`src/rtl/lzc_pipe_tree.sv`:
```
// Pipelined leading-zero counter: 8-bit leaf LZCs merged by a binary tree behind valid/ready stages.
// Define LZC_NORM_EN to add the normalised-word output out_norm (shifter in the final stage).

module lzc_leaf (
    input  logic [7:0] d_i,
    output logic [2:0] z_o,
    output logic       v_o
);
    // Scan LSB to MSB so the highest set bit wins.
    always_comb begin
        z_o = 3'd0;
        for (int i = 0; i < 8; i++)
            if (d_i[i]) z_o = 3'(7 - i);
        v_o = (d_i == 8'd0);
    end
endmodule

module lzc_tree #(
    parameter int NL = 2,
    parameter int CW = 4
) (
    input  logic [NL-1:0][2:0] zg_i,
    input  logic [NL-1:0]      vg_i,
    output logic [CW-1:0]      cnt_o,
    output logic               zero_o
);
    localparam int LV = $clog2(NL);

    // Heap layout: node i merges 2i (upper half) and 2i+1 (lower half); leaves at NL..2NL-1.
    logic [CW-1:0] z [1:2*NL-1];
    logic          v [1:2*NL-1];

    for (genvar g = 0; g < NL; g++) begin : g_leaf
        assign z[2*NL-1-g] = CW'(zg_i[g]);
        assign v[2*NL-1-g] = vg_i[g];
    end

    for (genvar i = 1; i < NL; i++) begin : g_node
        localparam int CHW = 3 + LV - ($clog2(2*i+1) - 1);
        assign v[i] = v[2*i] & v[2*i+1];
        assign z[i] = v[2*i] ? ((CW'(1) << CHW) | z[2*i+1]) : z[2*i];
    end

    assign cnt_o  = z[1];
    assign zero_o = v[1];
endmodule

module lzc_pipe_tree #(
    parameter  int WIDTH = 16,
    parameter  int PIPE  = 2,
    parameter  int TAG_W = 4,
    localparam int CW    = $clog2(WIDTH)
) (
    input  logic             clk,
    input  logic             reset,
    input  logic             in_valid,
    output logic             in_ready,
    input  logic [WIDTH-1:0] in_data,
    input  logic [TAG_W-1:0] in_tag,
    output logic             out_valid,
    input  logic             out_ready,
    output logic [CW-1:0]    out_count,
    output logic             out_zero,
    output logic [TAG_W-1:0] out_tag
`ifdef LZC_NORM_EN
    ,
    output logic [WIDTH-1:0] out_norm
`endif
);
    localparam int NL = WIDTH / 8;

    logic [NL-1:0][2:0] zg;
    logic [NL-1:0]      vg;

    for (genvar g = 0; g < NL; g++) begin : g_lane
        lzc_leaf u_leaf (
            .d_i (in_data[8*g +: 8]),
            .z_o (zg[g]),
            .v_o (vg[g])
        );
    end

    logic [PIPE:1]      vld_q, vld_d;
    logic               rdy_en_q;
    logic               out_adv, in_acc;
    logic [NL-1:0][2:0] tz;
    logic [NL-1:0]      tv;
    logic [TAG_W-1:0]   ftag;
    logic               fld;
    logic [CW-1:0]      fcnt;
    logic               fzero;
    logic [CW-1:0]      cnt_q;
    logic               zero_q;
    logic [TAG_W-1:0]   otag_q;
`ifdef LZC_NORM_EN
    logic [WIDTH-1:0]   fdata;
    logic [WIDTH-1:0]   norm_q;
`endif

    // rdy_en_q holds in_ready low until the first clock after reset release.
    assign out_adv  = !vld_q[PIPE] | out_ready;
    assign in_ready = rdy_en_q & (!vld_q[1] | out_adv);
    assign in_acc   = in_valid & in_ready;

    always_comb begin
        vld_d = vld_q;
        if (in_ready) vld_d[1] = in_valid;
        if (PIPE == 2 && out_adv) vld_d[PIPE] = vld_q[1];
    end

    if (PIPE == 2) begin : g_p2
        logic [NL-1:0][2:0] zg_q;
        logic [NL-1:0]      vg_q;
        logic [TAG_W-1:0]   s1_tag_q;
`ifdef LZC_NORM_EN
        logic [WIDTH-1:0]   s1_data_q;
`endif
        always_ff @(posedge clk or negedge reset) begin
            if (!reset) begin
                zg_q     <= '0;
                vg_q     <= '0;
                s1_tag_q <= '0;
`ifdef LZC_NORM_EN
                s1_data_q <= '0;
`endif
            end else if (in_acc) begin
                zg_q     <= zg;
                vg_q     <= vg;
                s1_tag_q <= in_tag;
`ifdef LZC_NORM_EN
                s1_data_q <= in_data;
`endif
            end
        end
        assign tz   = zg_q;
        assign tv   = vg_q;
        assign ftag = s1_tag_q;
        assign fld  = out_adv & vld_q[1];
`ifdef LZC_NORM_EN
        assign fdata = s1_data_q;
`endif
    end else begin : g_p1
        assign tz   = zg;
        assign tv   = vg;
        assign ftag = in_tag;
        assign fld  = in_acc;
`ifdef LZC_NORM_EN
        assign fdata = in_data;
`endif
    end

    lzc_tree #(.NL(NL), .CW(CW)) u_tree (
        .zg_i   (tz),
        .vg_i   (tv),
        .cnt_o  (fcnt),
        .zero_o (fzero)
    );

    // Output fields only change on a load, so they hold while stalled.
    always_ff @(posedge clk or negedge reset) begin
        if (!reset) begin
            vld_q    <= '0;
            rdy_en_q <= 1'b0;
            cnt_q    <= '0;
            zero_q   <= 1'b0;
            otag_q   <= '0;
`ifdef LZC_NORM_EN
            norm_q   <= '0;
`endif
        end else begin
            vld_q    <= vld_d;
            rdy_en_q <= 1'b1;
            if (fld) begin
                cnt_q  <= fzero ? '0 : fcnt;
                zero_q <= fzero;
                otag_q <= ftag;
`ifdef LZC_NORM_EN
                norm_q <= fzero ? '0 : (fdata << fcnt);
`endif
            end
        end
    end

    assign out_valid = vld_q[PIPE];
    assign out_count = cnt_q;
    assign out_zero  = zero_q;
    assign out_tag   = otag_q;
`ifdef LZC_NORM_EN
    assign out_norm  = norm_q;
`endif

    a_hold: assert property (@(posedge clk) disable iff (!reset)
        out_valid && !out_ready |=> out_valid && $stable({out_count, out_zero, out_tag}));
endmodule

```
`config.mk`:
```
export PLATFORM = sky130hd
export DESIGN_NAME = lzc_pipe_tree
export DESIGN_NICKNAME = d
export VERILOG_FILES = /design/src/rtl/lzc_pipe_tree.sv
export SDC_FILE = /design/constraint.sdc
export NUM_CORES = 1
export LEC_CHECK = 0
export ABC_AREA = 1
export CORE_AREA = 2 2 54 56
export CTS_CLUSTER_SIZE = 14
export DETAILED_ROUTE_END_ITERATION = 6
export DIE_AREA = 0 0 56 58
export PLACE_DENSITY = 0.82
export SLEW_MARGIN = 15
export SYNTH_ARGS = -nofsm -noshare
export SYNTH_HDL_FRONTEND = slang
export SYNTH_SLANG_ARGS = --single-unit
```
`constraint.sdc`:
```
create_clock -name clk -period 1.5 [get_ports clk]
set_input_delay 0.225 -clock clk [delete_from_list [all_inputs] [get_ports clk]]
set_output_delay 0.225 -clock clk [all_outputs]
set_load 0.1 [all_outputs]
```
* Word-level counts from Yosys, hierarchy flattened
Index checks and enable logic that the tools add are counted.
** Word-level totals
- Register bits after elaboration :: 24
- Word-level logic and storage cells :: 38
** Cells by class
- Multiplexer cells :: 18
- Bitwise gates (word level) :: 6
- Reductions and logical operators :: 4
** Operator list (number)
- $mux W3 :: 16
- $logic_not A8 Y1 :: 2
- $mux W4 :: 2
- $and A1 B1 Y1 :: 4
- $logic_not A1 Y1 :: 2
- $or A1 B1 Y1 :: 2

* Depth between registers and ports, before layout
- Word-level depth :: 8
- Gate-level depth with buffers :: 9
- Mapped depth without buffers :: 9

* Hierarchy
A second synthesis with hierarchy kept.
** Unflattened totals
- Cells, all modules :: 159
- Area total of the unflattened synthesis :: 1272.5 um^2
** By module, submodules not included
- lzc_pipe_tree :: instances 1, cells each 104, area an instance 1017.2 um^2, sequential area each 600.6 um^2
- lzc_leaf :: instances 2, cells each 21, area an instance 101.3 um^2, sequential area each 0.0 um^2
- lzc_tree :: instances 1, cells each 13, area an instance 52.6 um^2, sequential area each 0.0 um^2

* Least setup slack after synthesis
No wires, ideal clock.
- Path kind :: reg-to-reg
- Start point :: reg vld_q[2] in the netlist's numbering
- End point :: reg vld_q[1] in the netlist's numbering
- Setup time :: 0.095 ns
- Data arrival time :: 1.979 ns
- Required time :: 1.405 ns
- Path slack :: -0.574 ns
- Stages on the path, launching flop included :: 7
- Path buffers :: 0
- Clock period less this slack :: 2.074 ns
- Cell sequence :: dfrtp_1 > inv_1 > nor2_2 > nand2_2 > nand2_1 > inv_1 > o21ai_0
** On the way
- Cells in the longest elaborated chain, start to end :: 4
** RTL lines
- start, declared :: RTL line 83 : logic [PIPE:1] vld_q, vld_d;
- start signal, assigned :: RTL line 171 : vld_q <= vld_d;
- $logic_not A1 Y1 :: RTL line 101 : assign out_adv = !vld_q[PIPE] | out_ready;
- $or A1 B1 Y1 :: RTL line 101
- $or A1 B1 Y1 :: RTL line 102 : assign in_ready = rdy_en_q & (!vld_q[1] | out_adv);
- $and A1 B1 Y1 :: RTL line 102
- named net in_ready :: RTL line 57 : output logic in_ready,
The timed path passes the listed nets, and every way through them passes these cells.
A chain may end at the register's enable or synchronous reset.

* Final worst setup path
- Start point :: reg vld_q[2] in the netlist's numbering
- End point :: out in_ready
** On the way
- Cells in the longest elaborated chain, start to end :: 4
** RTL lines (RTL line)
- $logic_not A1 Y1 :: 101
- $or A1 B1 Y1 :: 101
- $or A1 B1 Y1 :: 102
- $and A1 B1 Y1 :: 102
- end, declared :: 57
No other way between the ends.

==> results <==
[where the power goes]
group / leakage, nW / switching (W) / total, W / internal [W]
Combinational: 0.541 / 0.000639 / 0.00102 / 0.000383
Sequential: 0.310 / 0.0000907 / 0.000839 / 0.000749
Clock: 0.0279 / 0.000184 / 0.000454 / 0.000270
[cell type report]
| cell class | count | area (um2) |
|---|---|---|
| clock inverter | 1 | 30.0 |
| timing repair buffer | 42 | 510 |
| multi-input combinational | 95 | 450 |
| tap | 31 | 38.8 |
| fill | 226 | 925 |
| clock buffer | 3 | 22.5 |
| sequential | 24 | 604 |
| inverter | 20 | 81.3 |
[flip-flops by register name, summed over array words and instances (netlist names)]
name / count
g_p2.zg_q: 6
out_count: 4
ftag: 4
rdy_en_q: 1
g_p2.vg_q: 2
out_tag: 4
out_zero: 1
vld_q: 2
[critical path, stage by stage (launching register included)]
cell	delay (ns)
dfrtp_4	0.45
inv_4	0.04
nor2_4	0.10
nand2_2	0.08
nand2_2	0.09
clkinvlp_4	0.11
buf_12	0.17
[cell families (layout without fill, tap and decap cells)]
kind of cell | count (synthesis) | after routing | synth area share
compound gates | 13 | 13 | 0.0762
other cells | 1 | 1 | 0.00326
simple gates | 81 | 81 | 0.306
flops | 24 | 24 | 0.523
buf+inv | 23 | 66 | 0.0915
[repair_timing]
item	in CTS	in global routing
endpoints found under the hold margin	0	0
endpoints found under the setup margin	1	1
buffers inserted	4	1
gates resized for setup	1	0
pin swaps	1	0
[per-layer routing]
layer | wire [um] | track usage | up-vias
li1 | - | - | 524
met1 | 1020 | 0.182 | 484
met2 | 1390 | 0.316 | 41
met3 | 125 | 0.0223 | 6
met4 | 55 | 0.0850 | 0
met5 | 0 | 0 | -
[worst paths after layout]
| path | start | end | slack [ns] | cells after the start |
|---|---|---|---|---|
| worst min-delay path | reset | vld_q[1] | 0.26 | 2 |
| worst max register to register | vld_q[2] | g_p2.vg_q[1] | 0.15 | 8 |
| max in group asynchronous | reset | vld_q[2] | 0.99 | 2 |
| min in group clk | in_tag[0] | ftag[0] | 0.48 | 3 |
| worst max-delay path | vld_q[2] | in_ready | -0.08 | 6 |
| worst min register to register | ftag[3] | out_tag[3] | 0.51 | 2 |
[stage by stage]
stage          power, W  hold slack, ns  std cells  TNS, ns  cell area (um2)
2_1_floorplan   0.00144         -0.0706        142   -0.309             1160
3_3_place_gp    0.00182           0.465        207        0             1650
3_5_place_dp    0.00185           0.476        207        0             1650
4_1_cts         0.00232           0.263        215  -0.0369             1730
5_1_grt         0.00240           0.282        216   -0.133             1740
6_report        0.00232           0.259        216  -0.0826             1740
[cells in the mapped netlist]
cell / count
nand2_1: 56
conb_1: 1
nand3b_1: 2
buf_4: 1
nor3_1: 1
buf_6: 2
a22oi_1: 3
o21ai_0: 6
inv_2: 2
o21ai_2: 4
dfrtp_1: 24
nor2_1: 7
nand3_4: 1
nand3_1: 8
nor4_1: 2
nor2_2: 2
inv_1: 18
or2_2: 1
nand2_2: 1
[layout by cell type, fill, tap and decap left out, types with 2 or more instances in the layout]
cell             netlist  final
dfrtp_1               24     23
inv_1                 18     16
buf_12                 0     11
nor4_1                 2      2
o21ai_0                6      5
clkdlybuf4s50_1        0     23
nand3b_1               2      2
nand3_1                8      8
o21ai_2                4      4
a22oi_1                3      3
inv_2                  2      2
buf_4                  1      8
nand2_2                1      2
nand2_1               56     55
clkbuf_4               0      3
nor2_1                 7      7
==> reports/metrics.cfg <==
[status]
result_of_the_run=complete, but fails checks
failed_checks=negative setup slack

[timing]
drv_slew=0
worst_slack_ns=-0.0826
grt_setup_unrepaired=yes
final.min_clock_period_ns=1.58
post-route-period-util=1.06
final_hold_violating_endpoints=0
timing.fmax_mhz=632
setup_viol=1
clock_tree_skew_after_final_layout_ns=0.00800

[synth]
synthDominantCellAreaShare=0.523
synth.yosys.seq_area_share=0.523
yosys_warnings=0
synth_seq_cells=24
synth_top_cells_by_area=dfrtp_1 52%, nand2_1 18%, inv_1 5.9%
synth_cells=142
synth_cell_type_count=19
synth_area_per_cell_um2=8.09
synth_nets=166
synthDominantAreaCellType=dfrtp_1
synth_area_um2=1150

[clocking]
clock_buffer_count_from_cts=3
cts_root_buf=clkbuf_4
clock_insertion_delay_worst_skew_ns=0.31
cts.htree.levels=1
cts-root-to-sink-buffers=2
path_clk_slew_ns=0.13
cts-hold-fix-buffers=0
cts_sinks=24
cts_tree=done

[floorplan]
ios=35
fp.dieArea_um2=3250
fp.dieH_um=58
placement_rows=19
core_region_area_um2=2660
chipWidth_um=56
start_util=0.431

[routing]
antenna_left=0
drcViolationCount=0
route.final.wire_length_um=2590
drt-wirelength-per-cell_um=12.0
vias=1055
detailedRoute.firstPassIterationCount=4
drt_iter0_markers=21
vias_per_cell=4.88

[placed_design]
detailedPlace.worstSlack_ns=0.0147
dpl.hpwl_um=1970
portBuffers=34
gp_congestion=0.771

[power_and_ir_drop]
p_leak_nw=0.879
power.density_nw_per_um2=1330
peakVddDrop_mv=1.18

[global_route]
grt_antenna_before_repair=0
total_routing_resource_utilization_after_global_routing=0.167
grt_pass1_vias=1050
grt_max_degree=25
grt_pass1_wl_um=4240
grt_overflow_total=0

[worst_setup_path]
crit_path_end_kind=output port
crit_arrival_ns=1.36
crit_path_max_fanout=2
critical_path_class=reg -> out
critPathRequiredTime_ns=1.27
worst_setup_path_start_kind=flop

[cells_and_area]
final_core_utilization=0.653
area_delta_synth_final_pct=51.3
antenna_cells=0
layout-drive-gt1-share=0.205
finalNetCount=210

[min_path]
hold_class=in -> async

[job]
max_cap_viol_count=0

(Power assumes the default switching activity.)
==> variant 1: new RTL, config.mk and constraints unchanged <==
Change the parameter `TAG_W` from 4 to 6.
--- a/src/rtl/lzc_pipe_tree.sv
+++ b/src/rtl/lzc_pipe_tree.sv
@@ -48,7 +48,7 @@
 module lzc_pipe_tree #(
     parameter  int WIDTH = 16,
     parameter  int PIPE  = 2,
-    parameter  int TAG_W = 4,
+    parameter  int TAG_W = 6,
     localparam int CW    = $clog2(WIDTH)
 ) (
     input  logic             clk,
Ports: changed (resized in_tag and out_tag); port bits go from 35 to 39. The function was not compared with the original's and may differ.
==> variant 1 against the original RTL <==
- the run still ends with setup timing left
- power grew 20%
- final cell count grew 7.4%
- routed wire length grew 1.4%
- cell area grew 13%
- combinational power grew 28%
- global-route usage grew 2.6 points
- sequential cell count grew 4
- highest routed layer unchanged
- largest cell class unchanged
- synthesized area grew 16%
- critical path type unchanged
- worst setup slack gained 47 ps
==> variant 1: results (changes against the original RTL) <==
.. list-table::
   :header-rows: 1

   * - Metric
     - Value
   * - Area of placed instances
     - 1880 um^2 (was 1650 um^2)
   * - Layout filler cell count
     - 192 (was 226)
   * - Met1 track utilization from global routing
     - 21.5% (was 18.2%)
   * - Number of inserted diodes
     - 0 (unchanged)
   * - Routed wire length on met2
     - 1.43 mm (was 1.39 mm)
   * - Share of synthesized area occupied by flip-flops and latches
     - 52.5% (was 52.3%)
   * - Leakage dissipation
     - 0.974 nW (was 0.879 nW)
   * - Critical path's largest stage delay
     - 510 ps (was 450 ps)
   * - Number of buffer cells added on primary ports
     - 38 (was 34)
   * - Final-layout setup total negative slack
     - -35.1 ps (was -82.6 ps)
   * - DP HPWL
     - 2.05 mm (was 1.97 mm)
   * - Grt met3 use
     - 2.46% (was 2.23%)
   * - Drt via density
     - 4.98 (was 4.88)
   * - Routed length on met1
     - 1.04 mm (was 1.02 mm)
   * - Top cells by area, synth
     - dfrtp_1, nand2_1, inv_1 (unchanged)
   * - Net count after synthesis
     - 182 (was 166)
   * - Top cells by instance count after synthesis
     - nand2_1, dfrtp_1, inv_1, nor2_1 (was nand2_1, dfrtp_1, inv_1, nand3_1, nor2_1)
   * - Post-Route Skew
     - 6.21 ps (was 8.00 ps)
   * - Power in sequential cells
     - 0.997 mW (was 0.839 mW)
   * - Met2 Usage GRT
     - 36.5% (was 31.6%)
   * - Fin worst setup slack
     - -35.1 ps (was -82.6 ps)
   * - Total wirelength of the detailed-routed design
     - 2.63 mm (was 2.59 mm)
   * - Share of async-settable or async-resettable flops after synthesis
     - 100% (unchanged)
   * - Result of the run
     - complete, but fails checks (unchanged)
   * - Distinct cells, synth
     - 20 (was 19)
   * - Proportion of layout cells with a drive suffix above 1
     - 20.9% (was 20.5%)
   * - Detailed Routing Iterations Pass 1
     - 4 (unchanged)
   * - Wire length of the first global-routing pass
     - 4.92 mm (was 4.24 mm)
   * - Largest net degree at the start of global routing
     - 29 (was 25)
   * - Latest clock arrival within the worst-skew pair
     - 320 ps
   * - Failing checks
     - setup timing (unchanged)
   * - Max VDD drop
     - 1.53 mV (was 1.18 mV)
   * - Wire length on met3
     - 118 um (was 125 um)
   * - Uppermost layer routed
     - met4 (unchanged)
   * - All-layer global routing usage
     - 19.3% (was 16.7%)
   * - Via count of the first global-routing pass
     - 1171 (was 1050)
   * - Number of setup violations in the final report
     - 1 (unchanged)
   * - Clock root buffer
     - clkbuf_4 (unchanged)
   * - Post CTS Setup Buffer Count
     - 2 (was 4)
   * - Switching component of the power
     - 1.15 mW (was 0.913 mW)
   * - Layout net count
     - 228 (was 210)
   * - Violation count after the first detailed-route iteration
     - 32 (was 21)
   * - Final Wtd Congestion
     - 0.782 (was 0.771)
   * - Proportion of power drawn by the clock network
     - 17.2% (was 19.6%)
   * - Critical-path cell with the highest stage delay
     - dfrtp_4 (unchanged)
   * - WP data arrival
     - 1310 ps (was 1360 ps)
variant 1: cell count changes in the layout (fill, tap and decap cells not counted), sizes merged:
cell           delta
o21ai             +7
nand2             +1
clkdlybuf4s50     +2
nand3             -1
dfrtp             +4
nor3              -1
nor2              +2
inv               +3
or2               -1
variant 1: worst paths after layout:
check                              from            to  slack (ps)  cells past startpoint
max                            vld_q[2]      in_ready         -40                      6
min                               reset    out_tag[1]         260                      2
max reg2reg                    vld_q[2]  g_p2.vg_q[1]         190                      8
min reg2reg                g_p2.zg_q[3]  g_p2.zg_q[3]         510                      2
max in group asynchronous         reset      vld_q[2]         970                      2
min in group clk              in_tag[2]       ftag[2]         440                      3
variant 1: cell families after synthesis:
kind of cell           share of synthesized area [%]
and+or+nand+nor                                 27.1
other                                          0.281
AOI/OAI and AO/OA                               10.3
DFF                                             52.5
buffers and inverters                           9.76
variant 1: cell type report:
type | instances | area, um^2 | share of cell area, %
Clock inverter | 1 | 30.0 | 1.53
Timing Repair Buffer | 44 | 556 | 28.4
Tap cell | 31 | 38.8 | 1.98
Clock buffer | 3 | 22.5 | 1.15
Sequential cell | 28 | 704 | 36.0
Multi-Input combinational cell | 102 | 510 | 26.1
Inverter | 23 | 97.6 | 4.98
variant 1: worst max-delay path: cells and delay by family, from the launching register on:
family / cells / cell delay [ps]
buf+inv: 3 / 330
flops: 1 / 510
simple gates: 3 / 150
variant 1: metrics by stage:
step	total power, mW	std cells	util [%]	hold slack (ps)	setup slack, ps
finish	2.78	232	73.6	255	-35.1
global route	2.90	232	73.6	277	-111
CTS	2.80	231	73.3	255	-59.3
detailed placement	2.31	225	70.7	476	27.8
global placement	2.28	225	70.7	463	72.4
floorplan	1.79	156	-	-70.6	-227
==> variant 2: new RTL, same flow settings <==
Made on the original files. Make the reset (`reset`) synchronous in 2 clocked blocks.
--- a/src/rtl/lzc_pipe_tree.sv
+++ b/src/rtl/lzc_pipe_tree.sv
@@ -115,7 +115,7 @@
 `ifdef LZC_NORM_EN
         logic [WIDTH-1:0]   s1_data_q;
 `endif
-        always_ff @(posedge clk or negedge reset) begin
+        always_ff @(posedge clk) begin
             if (!reset) begin
                 zg_q     <= '0;
                 vg_q     <= '0;
@@ -157,7 +157,7 @@
     );
 
     // Output fields only change on a load, so they hold while stalled.
-    always_ff @(posedge clk or negedge reset) begin
+    always_ff @(posedge clk) begin
         if (!reset) begin
             vld_q    <= '0;
             rdy_en_q <= 1'b0;
Check against the original RTL: differs if reset is asserted again (counterexample within 4 cycles, from zero or initial values and one cycle with reset low); with reset held inactive, the same outputs for 10 cycles.
==> variant 2 against the original RTL <==
- die area did not move
- worst setup slack improved by 140 ps
- routed wire length fell by 18%
- cell area fell by 3.7%
- synthesized area fell by 4.7%
- sequential cell count did not move
- clock skew fell by 2.4 ps
- synthesized cell count rose by 8.5%
Power is not compared: it rests on default switching activity, and its combinational part moved more than twofold at a synthesized area within 25%.
==> variant 2: results (changes against the original RTL) <==
.. list-table::
   :header-rows: 1

   * - Metric
     - Value
   * - Result of the run
     - finished, final reports clean (was complete, but fails checks)
   * - WP data arrival
     - 1220 ps (was 1360 ps)
   * - Classification of the worst-slack hold path
     - primary input to flip-flop (was primary input to asynchronous set/reset pin)
   * - Grt met3 use
     - 1.34% (was 2.23%)
   * - Total wirelength of the detailed-routed design
     - 2.14 mm (was 2.59 mm)
   * - Effective utilization at floorplan
     - 41.1% (was 43.1%)
   * - Placed Cells
     - 219 (was 207)
   * - Final Wtd Congestion
     - 0.760 (was 0.771)
   * - All-layer global routing usage
     - 14.3% (was 16.7%)
   * - # H-tree levels
     - 1 (unchanged)
   * - Distinct cells, synth
     - 23 (was 19)
   * - Max reg flops
     - 6 (unchanged)
   * - Layout net count
     - 221 (was 210)
   * - Violation count after the first detailed-route iteration
     - 16 (was 21)
   * - Count of vias placed by the detailed router
     - 1058 (was 1055)
   * - Number of buffer cells added on primary ports
     - 34 (unchanged)
   * - Post-Route Skew
     - 5.64 ps (was 8.00 ps)
   * - Share of synthesized area occupied by flip-flops and latches
     - 43.9% (was 52.3%)
   * - Number of maximum-capacitance violations
     - 0 (unchanged)
   * - Layout filler cell count
     - 228 (was 226)
   * - Leakage dissipation
     - 0.723 nW
   * - Average size of a mapped cell
     - 7.11 um^2 (was 8.09 um^2)
   * - Top cells by area, synth
     - dfxtp_1, nand2_1, nor2_1 (was dfrtp_1, nand2_1, inv_1)
   * - Share of async-settable or async-resettable flops after synthesis
     - 0% (was 100%)
   * - Wire length of the first global-routing pass
     - 3.73 mm (was 4.24 mm)
   * - Met2 Usage GRT
     - 25.5% (was 31.6%)
   * - Worst slack at placement
     - -95.5 ps (was 14.7 ps)
   * - Yosys warning total
     - 0 (unchanged)
   * - CTS Buf Count
     - 3 (unchanged)
   * - Buffer levels on the longest clock path
     - 2 (unchanged)
   * - Top cells by instance count after synthesis
     - nand2_1, dfxtp_1, nor2_1, inv_1, o21ai_0 (was nand2_1, dfrtp_1, inv_1, nand3_1, nor2_1)
   * - Largest net degree at the start of global routing
     - 16 (was 25)
   * - Net count after synthesis
     - 178 (was 166)
   * - Antenna violations before repair
     - 0 (unchanged)
   * - Top_reg_cell synth
     - dfxtp_1 (was dfrtp_1)
   * - Top reg by flops
     - g_p2.zg_q (unchanged)
   * - DP HPWL
     - 1.70 mm (was 1.97 mm)
   * - Area of placed instances
     - 1600 um^2 (was 1650 um^2)
   * - Proportion of layout cells with a drive suffix above 1
     - 19.4% (was 20.5%)
   * - Critical path fanouts, max
     - 3 (was 2)
   * - Met1 track utilization from global routing
     - 16.7% (was 18.2%)
   * - Via count of the first global-routing pass
     - 961 (was 1050)
   * - Final std cells w/o fill
     - 227 (was 216)
   * - Max VDD drop
     - 0.631 mV
variant 2: cell count changes after synthesis, sizes merged, moves of 5 or more:
cell / unedited run / this run
nor2: 9 / 25
o21ai: 10 / 15
dfrtp: 24 / 0
dfxtp: 0 / 24
a21oi: 0 / 9
nand2: 57 / 33
variant 2: final cells by class:
class	instances	area, um^2	share of cell area, %
flip-flops and latches	24	485	29.0
inverters	23	90.1	5.38
clock buffers	4	47.5	2.84
well taps	31	38.8	2.32
repair buffers	42	510	30.5
multi-input cells	103	502	30.0
variant 2: cell families (layout without fill, tap and decap cells):
group / count (synthesis) / count (layout) / synth area share [%]
compound gates: 27 / 27 / 14.1
simple gates: 76 / 76 / 31.8
buf+inv: 27 / 69 / 10.3
flops: 24 / 24 / 43.9
variant 2: worst paths after layout:
kind	from	to	slack (ps)	depth (start not counted)
setup reg to reg	vld_q[2]	vld_q[1]	170	6
hold / removal	in_tag[2]	ftag[2]	470	3
hold reg to reg	g_p2.vg_q[0]	g_p2.vg_q[0]	500	2
setup / recovery	vld_q[1]	in_ready	60	4
variant 2: repair_timing:
action,CTS,global route
setup endpoints to repair,1,1
gates resized for setup,1,1
pin swaps,1,1
endpoints found under the hold margin,0,0
setup buffers,1,3
variant 2: critical path, stage by stage (launching register included):
cell	delay, ps
dfxtp_2	370
inv_2	50
o21ai_4	170
clkinvlp_4	130
buf_12	170
variant 2: where the power goes:
part           leakage (nW)  internal (mW)  switching, mW
clock                0.0261          0.204          0.196
combinational         0.499          0.144          0.175
sequential            0.197          0.666         0.0204
variant 2: per-layer routing:
| layer | vias up | share of wire [%] |
|---|---|---|
| met3 | 5 | 4.0 |
| met5 | - | 0 |
| met1 | 453 | 45 |
| li1 | 573 | - |
| met4 | 0 | 2.6 |
| met2 | 27 | 48 |
